**src/rtl/mem_defs.sv**
```systemverilog
// Shared definitions for the memory-port arbiter: write codes and FSM states.
package mem_defs;

  localparam logic [1:0] MW_NONE = 2'd0;
  localparam logic [1:0] MW_WORD = 2'd1;
  localparam logic [1:0] MW_DMA  = 2'd2;
  localparam logic [1:0] MW_BYTE = 2'd3;

  typedef enum logic [1:0] {
    IDLE  = 2'd0,
    BURST = 2'd1,
    DONE  = 2'd2
  } arb_state_t;

endpackage

```
**src/rtl/burst_ctr.sv**
```systemverilog
// Burst address/length tracker: loads a start command, advances one word per step.
module burst_ctr #(
  parameter int ADDR_W = 32,
  parameter int LEN_W  = 8
) (
  input  logic              clk,
  input  logic              rst,
  input  logic              load,
  input  logic              step,
  input  logic [ADDR_W-1:0] load_addr,
  input  logic [LEN_W-1:0]  load_len,
  output logic [ADDR_W-1:0] cur_addr,
  output logic              last
);

  logic [LEN_W-1:0] remaining;

  // Load takes priority; each step moves to the next word, address wraps silently.
  always_ff @(posedge clk or negedge rst) begin
    if (!rst) begin
      cur_addr  <= '0;
      remaining <= '0;
    end else if (load) begin
      cur_addr  <= load_addr;
      remaining <= load_len;
    end else if (step) begin
      cur_addr  <= cur_addr + ADDR_W'(4);
      remaining <= remaining - LEN_W'(1);
    end
  end

  assign last = (remaining == LEN_W'(1));

endmodule

```
**src/rtl/mem_arbiter.sv**
```systemverilog
// Cycle-stealing memory arbiter: CPU always wins, DMA bursts use idle CPU cycles.
//
// state | meaning
// IDLE  | no burst; waiting for dma_start
// BURST | words outstanding; granted whenever the CPU is idle
// DONE  | one-cycle completion pulse, then back to IDLE
module mem_arbiter
  import mem_defs::*;
#(
  parameter int ADDR_W = 32,
  parameter int DATA_W = 32,
  parameter int LEN_W  = 8
) (
  input  logic              clk,
  input  logic              rst,
  input  logic              cpu_read,
  input  logic [1:0]        cpu_write,
  input  logic [ADDR_W-1:0] cpu_addr,
  input  logic [DATA_W-1:0] cpu_wdata,
  output logic [DATA_W-1:0] cpu_rdata,
  input  logic              dma_start,
  input  logic              dma_we,
  input  logic [ADDR_W-1:0] dma_addr,
  input  logic [LEN_W-1:0]  dma_len,
  output logic              dma_busy,
  output logic              dma_gnt,
  input  logic [DATA_W-1:0] dma_wdata,
  output logic              dma_rvalid,
  output logic [DATA_W-1:0] dma_rdata,
  output logic              dma_done,
  output logic              mem_read,
  output logic [1:0]        mem_write,
  output logic [ADDR_W-1:0] mem_addr,
  output logic [DATA_W-1:0] mem_wdata,
  input  logic [DATA_W-1:0] mem_rdata
);

  arb_state_t        state, state_nxt;
  logic              cpu_act;
  logic              dir;
  logic              load, step, last;
  logic [ADDR_W-1:0] cur_addr;

  assign cpu_act   = cpu_read | (cpu_write != MW_NONE);
  assign cpu_rdata = mem_rdata;
  assign dma_busy  = (state != IDLE);
  assign dma_done  = (state == DONE);

  burst_ctr #(.ADDR_W(ADDR_W), .LEN_W(LEN_W)) u_ctr (
    .clk       (clk),
    .rst       (rst),
    .load      (load),
    .step      (step),
    .load_addr (dma_addr),
    .load_len  (dma_len),
    .cur_addr  (cur_addr),
    .last      (last)
  );

  // State register.
  always_ff @(posedge clk or negedge rst) begin
    if (!rst) state <= IDLE;
    else      state <= state_nxt;
  end

  // Burst direction latched with the start command.
  always_ff @(posedge clk or negedge rst) begin
    if (!rst)      dir <= 1'b0;
    else if (load) dir <= dma_we;
  end

  // Read capture: data registered on a granted read, strobe follows one cycle later.
  always_ff @(posedge clk or negedge rst) begin
    if (!rst) begin
      dma_rvalid <= 1'b0;
      dma_rdata  <= '0;
    end else begin
      dma_rvalid <= dma_gnt & ~dir;
      if (dma_gnt && !dir) dma_rdata <= mem_rdata;
    end
  end

  // Next state, grant and memory-port mux; the CPU owns the port whenever active.
  always_comb begin
    state_nxt = state;
    load      = 1'b0;
    step      = 1'b0;
    dma_gnt   = 1'b0;
    mem_read  = 1'b0;
    mem_write = MW_NONE;
    mem_addr  = '0;
    mem_wdata = '0;

    case (state)
      IDLE: begin
        if (dma_start) begin
          if (dma_len != '0) begin
            load      = 1'b1;
            state_nxt = BURST;
          end else begin
            state_nxt = DONE;
          end
        end
      end
      BURST: begin
        if (!cpu_act) begin
          dma_gnt = 1'b1;
          step    = 1'b1;
          if (last) state_nxt = DONE;
        end
      end
      DONE:    state_nxt = IDLE;
      default: state_nxt = IDLE;
    endcase

    if (cpu_act) begin
      mem_read  = cpu_read;
      mem_write = cpu_write;
      mem_addr  = cpu_addr;
      mem_wdata = cpu_wdata;
    end else if (dma_gnt) begin
      mem_addr = cur_addr;
      if (dir) begin
        mem_write = MW_DMA;
        mem_wdata = dma_wdata;
      end else begin
        mem_read = 1'b1;
      end
    end
  end

endmodule

```
**config.mk**
```make
export PLATFORM = sky130hd
export DESIGN_NAME = mem_arbiter
export DESIGN_NICKNAME = d
export VERILOG_FILES = /design/src/rtl/mem_defs.sv /design/src/rtl/burst_ctr.sv /design/src/rtl/mem_arbiter.sv
export SDC_FILE = /design/constraint.sdc
export NUM_CORES = 1
export LEC_CHECK = 0
export ABC_AREA = 0
export CAP_MARGIN = 25
export CORE_ASPECT_RATIO = 1.4
export CORE_MARGIN = 5
export CORE_UTILIZATION = 30
export CTS_BUF_LIST = sky130_fd_sc_hd__clkbuf_4 sky130_fd_sc_hd__clkbuf_8
export DETAILED_ROUTE_END_ITERATION = 8
export GPL_TIMING_DRIVEN = 1
export PLACE_DENSITY_LB_ADDON = 0.2
export SLEW_MARGIN = 20
export SYNTH_ARGS = -nofsm -noshare
export SYNTH_HDL_FRONTEND = slang
export SYNTH_HIERARCHICAL = 1
export SYNTH_SLANG_ARGS = --single-unit
```
**constraint.sdc**
```tcl
create_clock -name clk -period 4.14 [get_ports clk]
set_input_delay 0.621 -clock clk [delete_from_list [all_inputs] [get_ports clk]]
set_output_delay 0.621 -clock clk [all_outputs]
set_load 0.005 [all_outputs]
```
### Yosys cells after proc, flatten, opt, wreduce, memory -nomap -nowiden

Index checks and enable logic that the tools add are counted.

* bits of input ports: 175
* output and inout bits: 135
* word-level logic and storage cells: 50
* bits in registers: 76

* equal/unequal tests: 6
* bitwise operators: 3
* add/sub/neg operators: 2
* reduce and logical (&&, ||, !) cells: 8
* muxes and demuxes: 25

Operators with widths (count)
* two-way mux 32 bit: 7
* adder 32 x 3 -> 32 bit, second input constant: 1
* two-way mux 8 bit: 2
* two-way mux 2 bit: 7
* equality test 8 x 1 -> 1 bit, second input constant: 1
* two-way mux 1 bit: 8
* nonzero test 8 bit: 1
* subtractor 8 x 1 -> 8 bit, second input constant: 1
* inequality test 2 bit, second input constant: 3
* nonzero test 2 bit: 3
* one-hot mux 2 bit (2 select lines): 1
* AND reduction 3 bit: 1
* equality test 2 x 1 -> 1 bit, second input constant: 1
* equality test 2 bit, second input constant: 1
* logical NOT 2 bit: 1
* bitwise AND 1 bit: 1
* logical AND 1 bit: 1
* logical NOT 1 bit: 1
* NOT 1 bit: 1
* OR 1 bit: 1

### Longest topological paths before layout

Gate-level depths: netlist of the first run.

* depth in word-level cells: 6
* mapped depth: 10
* gate-level depth less buffers: 6

### Modules after synthesis

The synthesis of the first run kept the hierarchy.

Modules (own cells, without submodules)
* mem_arbiter: instances 1, area each 2338.5 µm², cells each 203
* burst_ctr: instances 1, area each 2301.0 µm², cells each 264

### Worst setup path after synthesis of the first run

No wires, ideal clock.

* path type: input -> register
* start point: in cpu_write[0]
* end point: reg u_ctr.cur_addr[22]
* library setup time: 0.069 ns
* data required time: 4.071 ns
* slack: 0.946 ns
* arrival time: 3.125 ns
* buffers on the path: 4
* cell stages on the path: 10
* cell sequence: or3_1 > buf_2 > nor2_1 > buf_2 > buf_2 > nand3_1 > or4_1 > buf_2 > or4_1 > nand3_1

* cells in the longest elaborated chain, start to end: 5

Ends and longest elaborated chain
* start: declaration: line mem_arbiter.sv:17 `input logic [1:0] cpu_write,`
* nonzero test 2 bit: line mem_arbiter.sv:44 `assign cpu_act = cpu_read | (cpu_write != MW_NONE);`
* OR 1 bit: line mem_arbiter.sv:44
* two-way mux 1 bit (2 in series)
* net dma_gnt: line mem_arbiter.sv:26 `output logic dma_gnt,`
* nonzero test 2 bit (no line)
* end signal: assignment: line burst_ctr.sv:24 `cur_addr <= load_addr;`
* end signal: assignment: line burst_ctr.sv:27 `cur_addr <= cur_addr + ADDR_W'(4);`
* end: declaration: line burst_ctr.sv:12 `output logic [ADDR_W-1:0] cur_addr,`

The timed path passes the listed nets, and every way through them passes these cells.
A chain may end at the register's enable or synchronous reset.

### Worst setup path after layout of the first run

* start point: in cpu_write[0]
* end point: out mem_wdata[13]

* cells in the longest elaborated chain, start to end: 6

Ends and longest elaborated chain
* nonzero test 2 bit (*): line mem_arbiter.sv:44
* OR 1 bit (*): line mem_arbiter.sv:44
* two-way mux 1 bit: line mem_arbiter.sv:106 `if (!cpu_act) begin`
* two-way mux 1 bit: line mem_arbiter.sv:94 `case (state)`
* two-way mux 32 bit: line mem_arbiter.sv:121 `end else if (dma_gnt) begin`
* two-way mux 32 bit (*): line mem_arbiter.sv:116 `if (cpu_act) begin`
* end: declaration: line mem_arbiter.sv:34 `output logic [DATA_W-1:0] mem_wdata,`

Every way passes the cells marked *; elsewhere a longest branch is shown, timed or not.

==> results of run 1 <==
-- critical path: cells and delay by family --
| family | cells | cell delay [ps] |
|---|---|---|
| buffers and inverters | 4 | 1530 |
| and+or+nand+nor | 2 | 760 |
| AOI/OAI and AO/OA | 1 | 190 |
-- flip-flops by register name (all words and copies together) (netlist names) --
register / flops
dma_rdata: 32
u_ctr/remaining: 8
u_ctr/cur_addr: 32
dma_rvalid: 1
dir: 1
state: 2
-- layout by cell type (no fill, tap or decap), types with 11 or more instances in the layout --
master | synthesis | final
nand2_1 | 39 | 39
xnor2_1 | 14 | 14
buf_4 | 32 | 12
inv_1 | 14 | 14
clkdlybuf4s50_1 | 0 | 308
mux2_2 | 26 | 26
nand3_1 | 15 | 15
a22o_1 | 64 | 64
nor2_1 | 21 | 20
dfrtp_1 | 76 | 76
nand4_1 | 11 | 11
o21ai_0 | 26 | 26
-- cells in the mapped netlist, types with 4 or more instances --
library cell	number	area, um2
a22o_1	64	561
a31oi_1	9	56.3
and3_1	5	31.3
buf_2	10	50.1
buf_4	32	240
clkbuf_1	18	67.6
dfrtp_1	76	1900
inv_1	14	52.6
mux2_2	26	293
mux2_4	10	150
nand2_1	39	146
nand3_1	15	75.1
nand4_1	11	68.8
nor2_1	21	78.8
nor3_1	6	30.0
nor4_1	7	43.8
o21ai_0	26	130
o31ai_1	4	30.0
or2_2	4	25.0
or3_1	5	31.3
or4_1	10	75.1
xnor2_1	14	123
xor2_1	6	52.6
-- power by group --
part           leakage (nW)  switching (mW)  internal [mW]
clock network        0.0856           0.311          0.220
registers             0.918           0.357           1.09
logic                  2.05           0.607          0.981
total                  3.05            1.27           2.29
-- cells by family (layout without fill, tap and decap cells) --
family | after synthesis | count (layout)
adders and majority gates | 3 | 3
and+or+nand+nor | 136 | 136
muxes | 37 | 37
DFF | 76 | 76
other | 0 | 1
AOI/OAI and AO/OA | 117 | 117
buffers and inverters | 78 | 350
xor gates and xnor gates | 20 | 20
-- layout make-up --
class	instances	area, um2
diodes	1	2.50
repair buffers	320	3170
multi-input cells	313	2320
flip-flops and latches	76	1900
inverters	14	52.6
clock buffers	9	124
clock inverters	7	51.3
fillers	1404	7250
well taps	192	240
-- stage by stage --
step                      utilization (%)  setup WS [ps]  area [um2]  instances
after detailed placement             50.9            411        7690        915
after global routing                 52.0            329        7870        932
after floorplan                         -            946        4640        467
final                                52.0            417        7870        932
after CTS                            52.0            388        7870        931
after global placement               50.9            511        7690        915
-- worst paths after layout --
check	slack, ps	end	cells past startpoint	from
setup / recovery	420	mem_wdata[13]	7	cpu_write[0]
hold / removal	280	dma_rdata[15]	1	rst
setup reg to reg	1390	u_ctr/cur_addr[22]	6	state[1]
hold reg to reg	510	dma_rdata[18]	1	dma_rdata[18]
max in group asynchronous	2960	u_ctr/cur_addr[31]	2	rst
min in group clk	510	dma_rdata[18]	1	dma_rdata[18]
-- metal layers --
metal  GRT usage [%]  part of all wire (%)
met1            28.5                    40
met2            38.3                    49
met3            6.88                   9.8
met4            5.70                   1.3
met5               0                  0.21
==> summary.md, run 1 <==
| Metric | Value |
|---|---|
| Syn. warnings | `6` |
| CTS resizes | `0` |
| RSZ-0062 raised after global routing | `false` |
| Cts bufs inserted | `9` |
| Routed WL | `21700 um` |
| Post-synthesis mux area share | `9.76%` |
| CP Data Arrival Time | `3100 ps` |
| Clock buffer depth | `2` |
| Total setup buffers inserted after CTS | `0` |
| Row Count | `53` |
| Worst Skew | `9.29 ps` |
| Die Span X | `115 um` |
| Kind of critical path | `input pin to output pin` |
| RePlAce Congestion | `0.857` |
| Root Driver | `clkbuf_8` |
| Final Slew Violations | `0` |
| Ratio of cells with drive above 1 in the final layout | `10.7%` |
| Netlist cell types | `46` |
| Setup crit end kind | `output pin` |
| CTS tree | `built` |
| Startpoint types | `input pin` |
| Hold crit path type | `input pin to asynchronous set/reset pin` |
| CTS sink count | `76` |
| Relative slew slack | `45.0%` |
| Setup_tns | `0 ps` |
| Number of synthesized flops with an enable pin | `0` |
| Number of port buffers | `309` |
| Outcome | `complete, no violations` |
| Synthesized flop and latch total | `76` |
| Achievable frequency | `269 MHz` |
| Initial antenna violation count | `4` |
| Die ar. | `18100 um2` |
| H-Tree Depth | `3` |
| Final ANT Viol Nets | `0` |
| Fraction of the mapped netlist area in compound gates | `19.2%` |
| Drc violations | `0` |
| Ys async rst share | `100%` |
| Vias in the first global route | `4911` |
| Post-CTS Hold Buffers | `0` |
| Syn avg cell area | `9.93 um2` |
| Syn Nets | `645` |
| Critical-path top delay cell | `or3_2` |
| Io pins | `310` |
| Post-Syn Instances | `467` |
| Worst-Margin Slew | `817 ps` |
| Layout Nets | `912` |
| Area growth, synth to finish | `69.6%` |
| Clock Latency Late Sink | `360 ps` |
| Initial Utilization | `30.7%` |
| Top_reg_cell synth | `dfrtp_1` |
| Final-report hold violation count | `0` |
| Die height | `157 um` |
| WP data required | `3520 ps` |
| Post-layout total power | `3.57 mW` |
| Largest family of logic cells by synthesized area | `compound AO/OA/AOI/OAI gates` |
| Leakage Power | `3.05 nW` |
| Drt pass-1 iters | `5` |
| Crit path largest cell delay | `580 ps` |
| Power Density | `453 nW/um2` |
| Vias post-DR | `4910` |
| First-pass GRT wire length | `30600 um` |
| Register clock-pin slew on the reported worst setup and hold paths | `90 ps` |
| Endpoints failing setup | `0` |
| Final hold slack | `275 ps` |
| Post-detail-place hpwl | `17800 um` |
| Via/cell ratio | `5.27` |
| Part of the Yosys area used for sequential elements | `41.0%` |
| CP cell instances | `clkdlybuf4s50_1 -> or3_2 -> buf_4 -> nor3_4 -> buf_4 -> a22o_1 -> clkdlybuf4s50_1` |
| Post-Synth XOR/XNOR Area | `3.78%` |
| Fin crit period | `3720 ps` |
| CP Max Fanout | `30` |
| Largest net degree at the start of global routing | `66` |
| Grt total ovfl | `0` |
| Maxcap violations | `0` |
| Core Area | `15100 um2` |
| Tcrit/Tclk final | `89.9%` |
| Synth Area in Adders | `0.809%` |
| DRT iter0 DRCs | `317` |
| WL/cell | `23.3 um` |
| Cell Area, Synth | `4640 um2` |
| Max VDD drop | `0.280 mV` |
| Simple-Gate Fraction of Synth Area | `15.8%` |
| Gr usage total | `22.8%` |
No activity file was read; power rests on OpenSTA's default activity.
==> inputs of run 2 (changes only) <==
CORE_ASPECT_RATIO = default   (was 1.4)
CORE_UTILIZATION = 38   (was 30)
SETUP_SLACK_MARGIN = 0.1   (was default)
clock period = 4.55 ns   (was 4.14 ns; I/O delays follow)
==> summary.md, run 2 (synthesis results as in run 1) <==
| Metric | Value |
|---|---|
| WL/cell | `20.9 um` |
| Reg2Reg Capture Point | `u_ctr/cur_addr[29]` |
| Die height | `120 um` |
| Fillers | `1011` |
| WP data required | `3870 ps` |
| Most frequent cells in the layout | `clkdlybuf4s50_1, dfrtp_1, a22o_1` |
| Die ar. | `14500 um2` |
| Routed WL | `18400 um` |
| Initial Utilization | `38.6%` |
| Vias post-DR | `4750` |
| CP Data Arrival Time | `3040 ps` |
| Achievable frequency | `268 MHz` |
| Register clock-pin slew on the reported worst setup and hold paths | `80 ps` |
| CP Max Fanout | `26` |
| Area growth, synth to finish | `68.2%` |
| Leakage Power | `3.05 nW` |
| Finished Core Util | `65.0%` |
| Outcome | `complete, no violations` |
| Worst Skew | `13.0 ps` |
| Drt pass-1 iters | `4` |
| Endpoints failing setup | `0` |
| Hold crit path type | `input pin to asynchronous set/reset pin` |
| Startpoint types | `input pin` |
| Clock buffer depth | `2` |
| Power Density | `413 nW/um2` |
| Core Area | `12000 um2` |
| Sequential cell area | `1900 um2` |
| First-pass GRT wire length | `27700 um` |
| Placed insts | `867` |
| Final-report hold violation count | `0` |
| H-Tree Depth | `3` |
| RSZ-0062 raised after global routing | `false` |
| Fin area | `7800 um2` |
| Drc violations | `0` |
| Ratio of cells with drive above 1 in the final layout | `10.3%` |
| Diodes inserted | `0` |
| Relative slew slack | `46.2%` |
| Post-CTS Hold Buffers | `0` |
| Cts bufs inserted | `9` |
| CTS resizes | `0` |
| Die Span X | `120 um` |
| Vias in the first global route | `4909` |
| Fin crit period | `3730 ps` |
| Layout Nets | `910` |
| Final cell count without fillers | `884` |
| Largest net degree at the start of global routing | `77` |
| Final hold slack | `291 ps` |
| Io pins | `310` |
| Multi-input gate area | `2320 um2` |
| Root Driver | `clkbuf_8` |
| Worst slack at placement | `724 ps` |
| Commonest non-fill, non-tap cell in the layout | `clkdlybuf4s50_1` |
| Post-layout total power | `3.22 mW` |
| Clock Latency Late Sink | `350 ps` |
| Initial antenna violation count | `0` |
| Number of port buffers | `309` |
| CTS tree | `built` |
| Reg2Reg Depth | `7` |
| Via/cell ratio | `5.37` |
| Setup crit end kind | `output pin` |
| R2R Path Start | `state[1]` |
| Grt total ovfl | `0` |
| CTS sink count | `76` |
| Row Count | `40` |
| Maxcap violations | `0` |
| Max VDD drop | `0.274 mV` |
| Post-detail-place hpwl | `14600 um` |
| Area post-placement | `7610 um2` |
| Fin worst setup slack | `823 ps` |
| RePlAce Congestion | `0.904` |
| Final ANT Viol Nets | `0` |
| Kind of critical path | `input pin to output pin` |
| DRT iter0 DRCs | `191` |
| R2R Setup Slk | `1850 ps` |
| Total setup buffers inserted after CTS | `0` |
| Top flop regs | `dma_rdata x32, u_ctr/cur_addr x32, u_ctr/remaining x8` |
| Setup_tns | `0 ps` |
| Gr usage total | `24.6%` |
| Final Slew Violations | `0` |
| Worst-Margin Slew | `799 ps` |
| Tcrit/Tclk final | `81.9%` |
## run 2: worst max path at each step
stage,slack [ps],startpoint,endpoint
floorplan,1290,cpu_write[0],u_ctr/cur_addr[22]
global placement,810,cpu_write[0],u_ctr/cur_addr[29]
detailed placement,720,cpu_write[0],u_ctr/cur_addr[29]
CTS,810,cpu_write[0],mem_addr[30]
global route,730,cpu_write[0],mem_addr[16]
finish,820,cpu_write[0],mem_addr[30]
## run 2: report_power, final
group          internal (mW)  switching, mW
Sequential             0.994          0.314
Combinational          0.893          0.547
Clock                  0.224          0.250
## run 2: layer usage
| layer | track usage (%) | part of all wire, % |
|---|---|---|
| met5 | 0 | 0 |
| met2 | 43.3 | 51 |
| met3 | 7.06 | 8.7 |
| met1 | 28.1 | 38 |
| met4 | 9.42 | 2.5 |
## run 2: final cells by class
type,count,share of cell area [%]
Multi-Input combinational cell,313,29.7
Clock inverter,4,0.321
Sequential cell,76,24.4
Inverter,14,0.673
Timing Repair Buffer,318,40.6
Clock buffer,12,1.96
Tap cell,147,2.36
## run 2: worst max-delay path: stages
cell and delay (ps):
clkdlybuf4s50_1 420, or3_2 540, buf_4 260, nor2_4 170, buf_4 280, a22o_1 170
clkdlybuf4s50_1 510
==> inputs of run 3 (changes only) <==
CORE_ASPECT_RATIO = 1.4   (was default)
CORE_UTILIZATION = 37   (was 38)
clock period = 3.8 ns   (was 4.55 ns; I/O delays follow)
==> summary.md, run 3 (synthesis results as in run 1) <==
| Metric | Value |
|---|---|
| Outcome | `complete, no violations` |
| Setup_tns | `0 ps` |
| Endpoints failing setup | `0` |
| Max VDD drop | `0.324 mV` |
| Setup crit end kind | `output pin` |
| Ratio of cells with drive above 1 in the final layout | `10.6%` |
| Maxcap violations | `0` |
| H-Tree Depth | `3` |
| Cts bufs inserted | `9` |
| Diodes inserted | `0` |
| R2R Setup Slk | `1300 ps` |
| Worst Skew | `10.2 ps` |
| Post-detail-place hpwl | `14600 um` |
| Sw frac | `34.0%` |
| Register clock-pin slew on the reported worst setup and hold paths | `80 ps` |
| CTS resizes | `0` |
| Total setup buffers inserted after CTS | `0` |
| Commonest non-fill, non-tap cell in the layout | `clkdlybuf4s50_1` |
| Reg power frac | `40.1%` |
| Largest net degree at the start of global routing | `77` |
| Routed WL | `18300 um` |
| Tcrit/Tclk final | `87.8%` |
| Die Span X | `105 um` |
| Via/cell ratio | `5.41` |
| CP Max Fanout | `42` |
| R2R Path Start | `state[1]` |
| Initial antenna violation count | `5` |
| Power Density | `499 nW/um2` |
| RePlAce Congestion | `0.922` |
| Final Slew Violations | `0` |
| Row Count | `48` |
| Drt pass-1 iters | `4` |
| Final ANT Viol Nets | `0` |
| Fin area | `7880 um2` |
| Gr usage total | `23.1%` |
| Root Driver | `clkbuf_8` |
| Most frequent cells in the layout | `clkdlybuf4s50_1, dfrtp_1, a22o_1` |
| Area post-placement | `7650 um2` |
| First-pass GRT wire length | `27100 um` |
| Clock power frac | `16.1%` |
| Core Area | `12300 um2` |
| Startpoint types | `input pin` |
| Layout Nets | `911` |
| Top flop regs | `dma_rdata x32, u_ctr/cur_addr x32, u_ctr/remaining x8` |
| Relative slew slack | `50.4%` |
| RSZ-0062 raised after global routing | `false` |
| Grt total ovfl | `0` |
| Fin crit period | `3340 ps` |
| Fillers | `1026` |
| CP Data Arrival Time | `2770 ps` |
| Psw | `1.33 mW` |
| Number of port buffers | `309` |
| Clock buffer depth | `2` |
| Multi-input gate area | `2320 um2` |
| Vias post-DR | `4803` |
| Kind of critical path | `input pin to output pin` |
| Worst-Margin Slew | `737 ps` |
| CTS sink count | `76` |
| Io pins | `310` |
| Area growth, synth to finish | `69.7%` |
| Vias in the first global route | `4869` |
| Leakage Power | `3.08 nW` |
| Post-layout total power | `3.93 mW` |
| Reg2Reg Depth | `8` |
| WP data required | `3230 ps` |
| Sequential cell area | `1900 um2` |
| Hold crit path type | `input pin to asynchronous set/reset pin` |
| Initial Utilization | `37.7%` |
| DRT iter0 DRCs | `215` |
| Die height | `142 um` |
| Die ar. | `14900 um2` |
| Post-CTS Hold Buffers | `0` |
| Clock Latency Late Sink | `350 ps` |
| Final-report hold violation count | `0` |
| WL/cell | `20.6 um` |
| Final hold slack | `185 ps` |
| Reg2Reg Capture Point | `u_ctr/cur_addr[29]` |
| Achievable frequency | `300 MHz` |
| Internal | `2.59 mW` |
| Drc violations | `0` |
| CTS tree | `built` |
| Combinational power share | `43.7%` |
-- run 3: cell types whose count changed in the layout (fill, tap and decap cells not counted), sizes merged --
cell      delta
buf          +1
clkinvlp     -2
clkbuf       -1
bufinv       +1
clkinv       +2
-- run 3: worst max path at each step --
stage,from,endpoint,slack (ps),cells past startpoint
3_3_place_gp,cpu_write[0],mem_read,460,6
5_1_grt,cpu_write[0],mem_wdata[0],380,6
4_1_cts,cpu_write[0],mem_read,440,6
6_report,cpu_write[0],mem_read,460,6
3_5_place_dp,cpu_write[0],u_ctr/cur_addr[29],440,9
2_1_floorplan,cpu_write[0],u_ctr/cur_addr[22],660,10
-- run 3: metrics by stage --
stage / worst slack [ps] / util, % / std cells
finish: 462 / 64.0 / 888
global placement: 455 / 62.1 / 871
global route: 383 / 64.0 / 888
detailed placement: 439 / 62.1 / 871
CTS: 443 / 63.8 / 887
floorplan: 657 / - / 467
-- run 3: layout make-up --
class / count / share of cell area, %
Clock buffer: 11 / 1.84
Clock inverter: 5 / 0.779
Inverter: 14 / 0.667
Multi-Input combinational cell: 313 / 29.5
Sequential cell: 76 / 24.1
Tap cell: 150 / 2.38
Timing Repair Buffer: 319 / 40.7
-- run 3: critical path, stage by stage --
cell             delay, ps
clkdlybuf4s50_1        480
or3_2                  600
buf_4                  310
nor3_4                 160
or2_2                  130
clkdlybuf4s50_1        520
-- run 3: power groups by stage --
stage	Combinational, mW	Sequential [mW]	Clock, mW
after floorplan	0.814	1.50	0
final	1.72	1.58	0.633
after CTS	1.73	1.57	0.652
after global routing	1.87	1.64	0.687
after detailed placement	1.72	1.58	0
after global placement	1.68	1.57	0
-- run 3: metal layers --
metal	global-route usage (%)	share of wire (%)	routed length, um
met4	7.27	2.0	371
met3	8.08	9.3	1700
met5	0	0.43	79
met1	26.8	37	6790
met2	40.0	51	9360
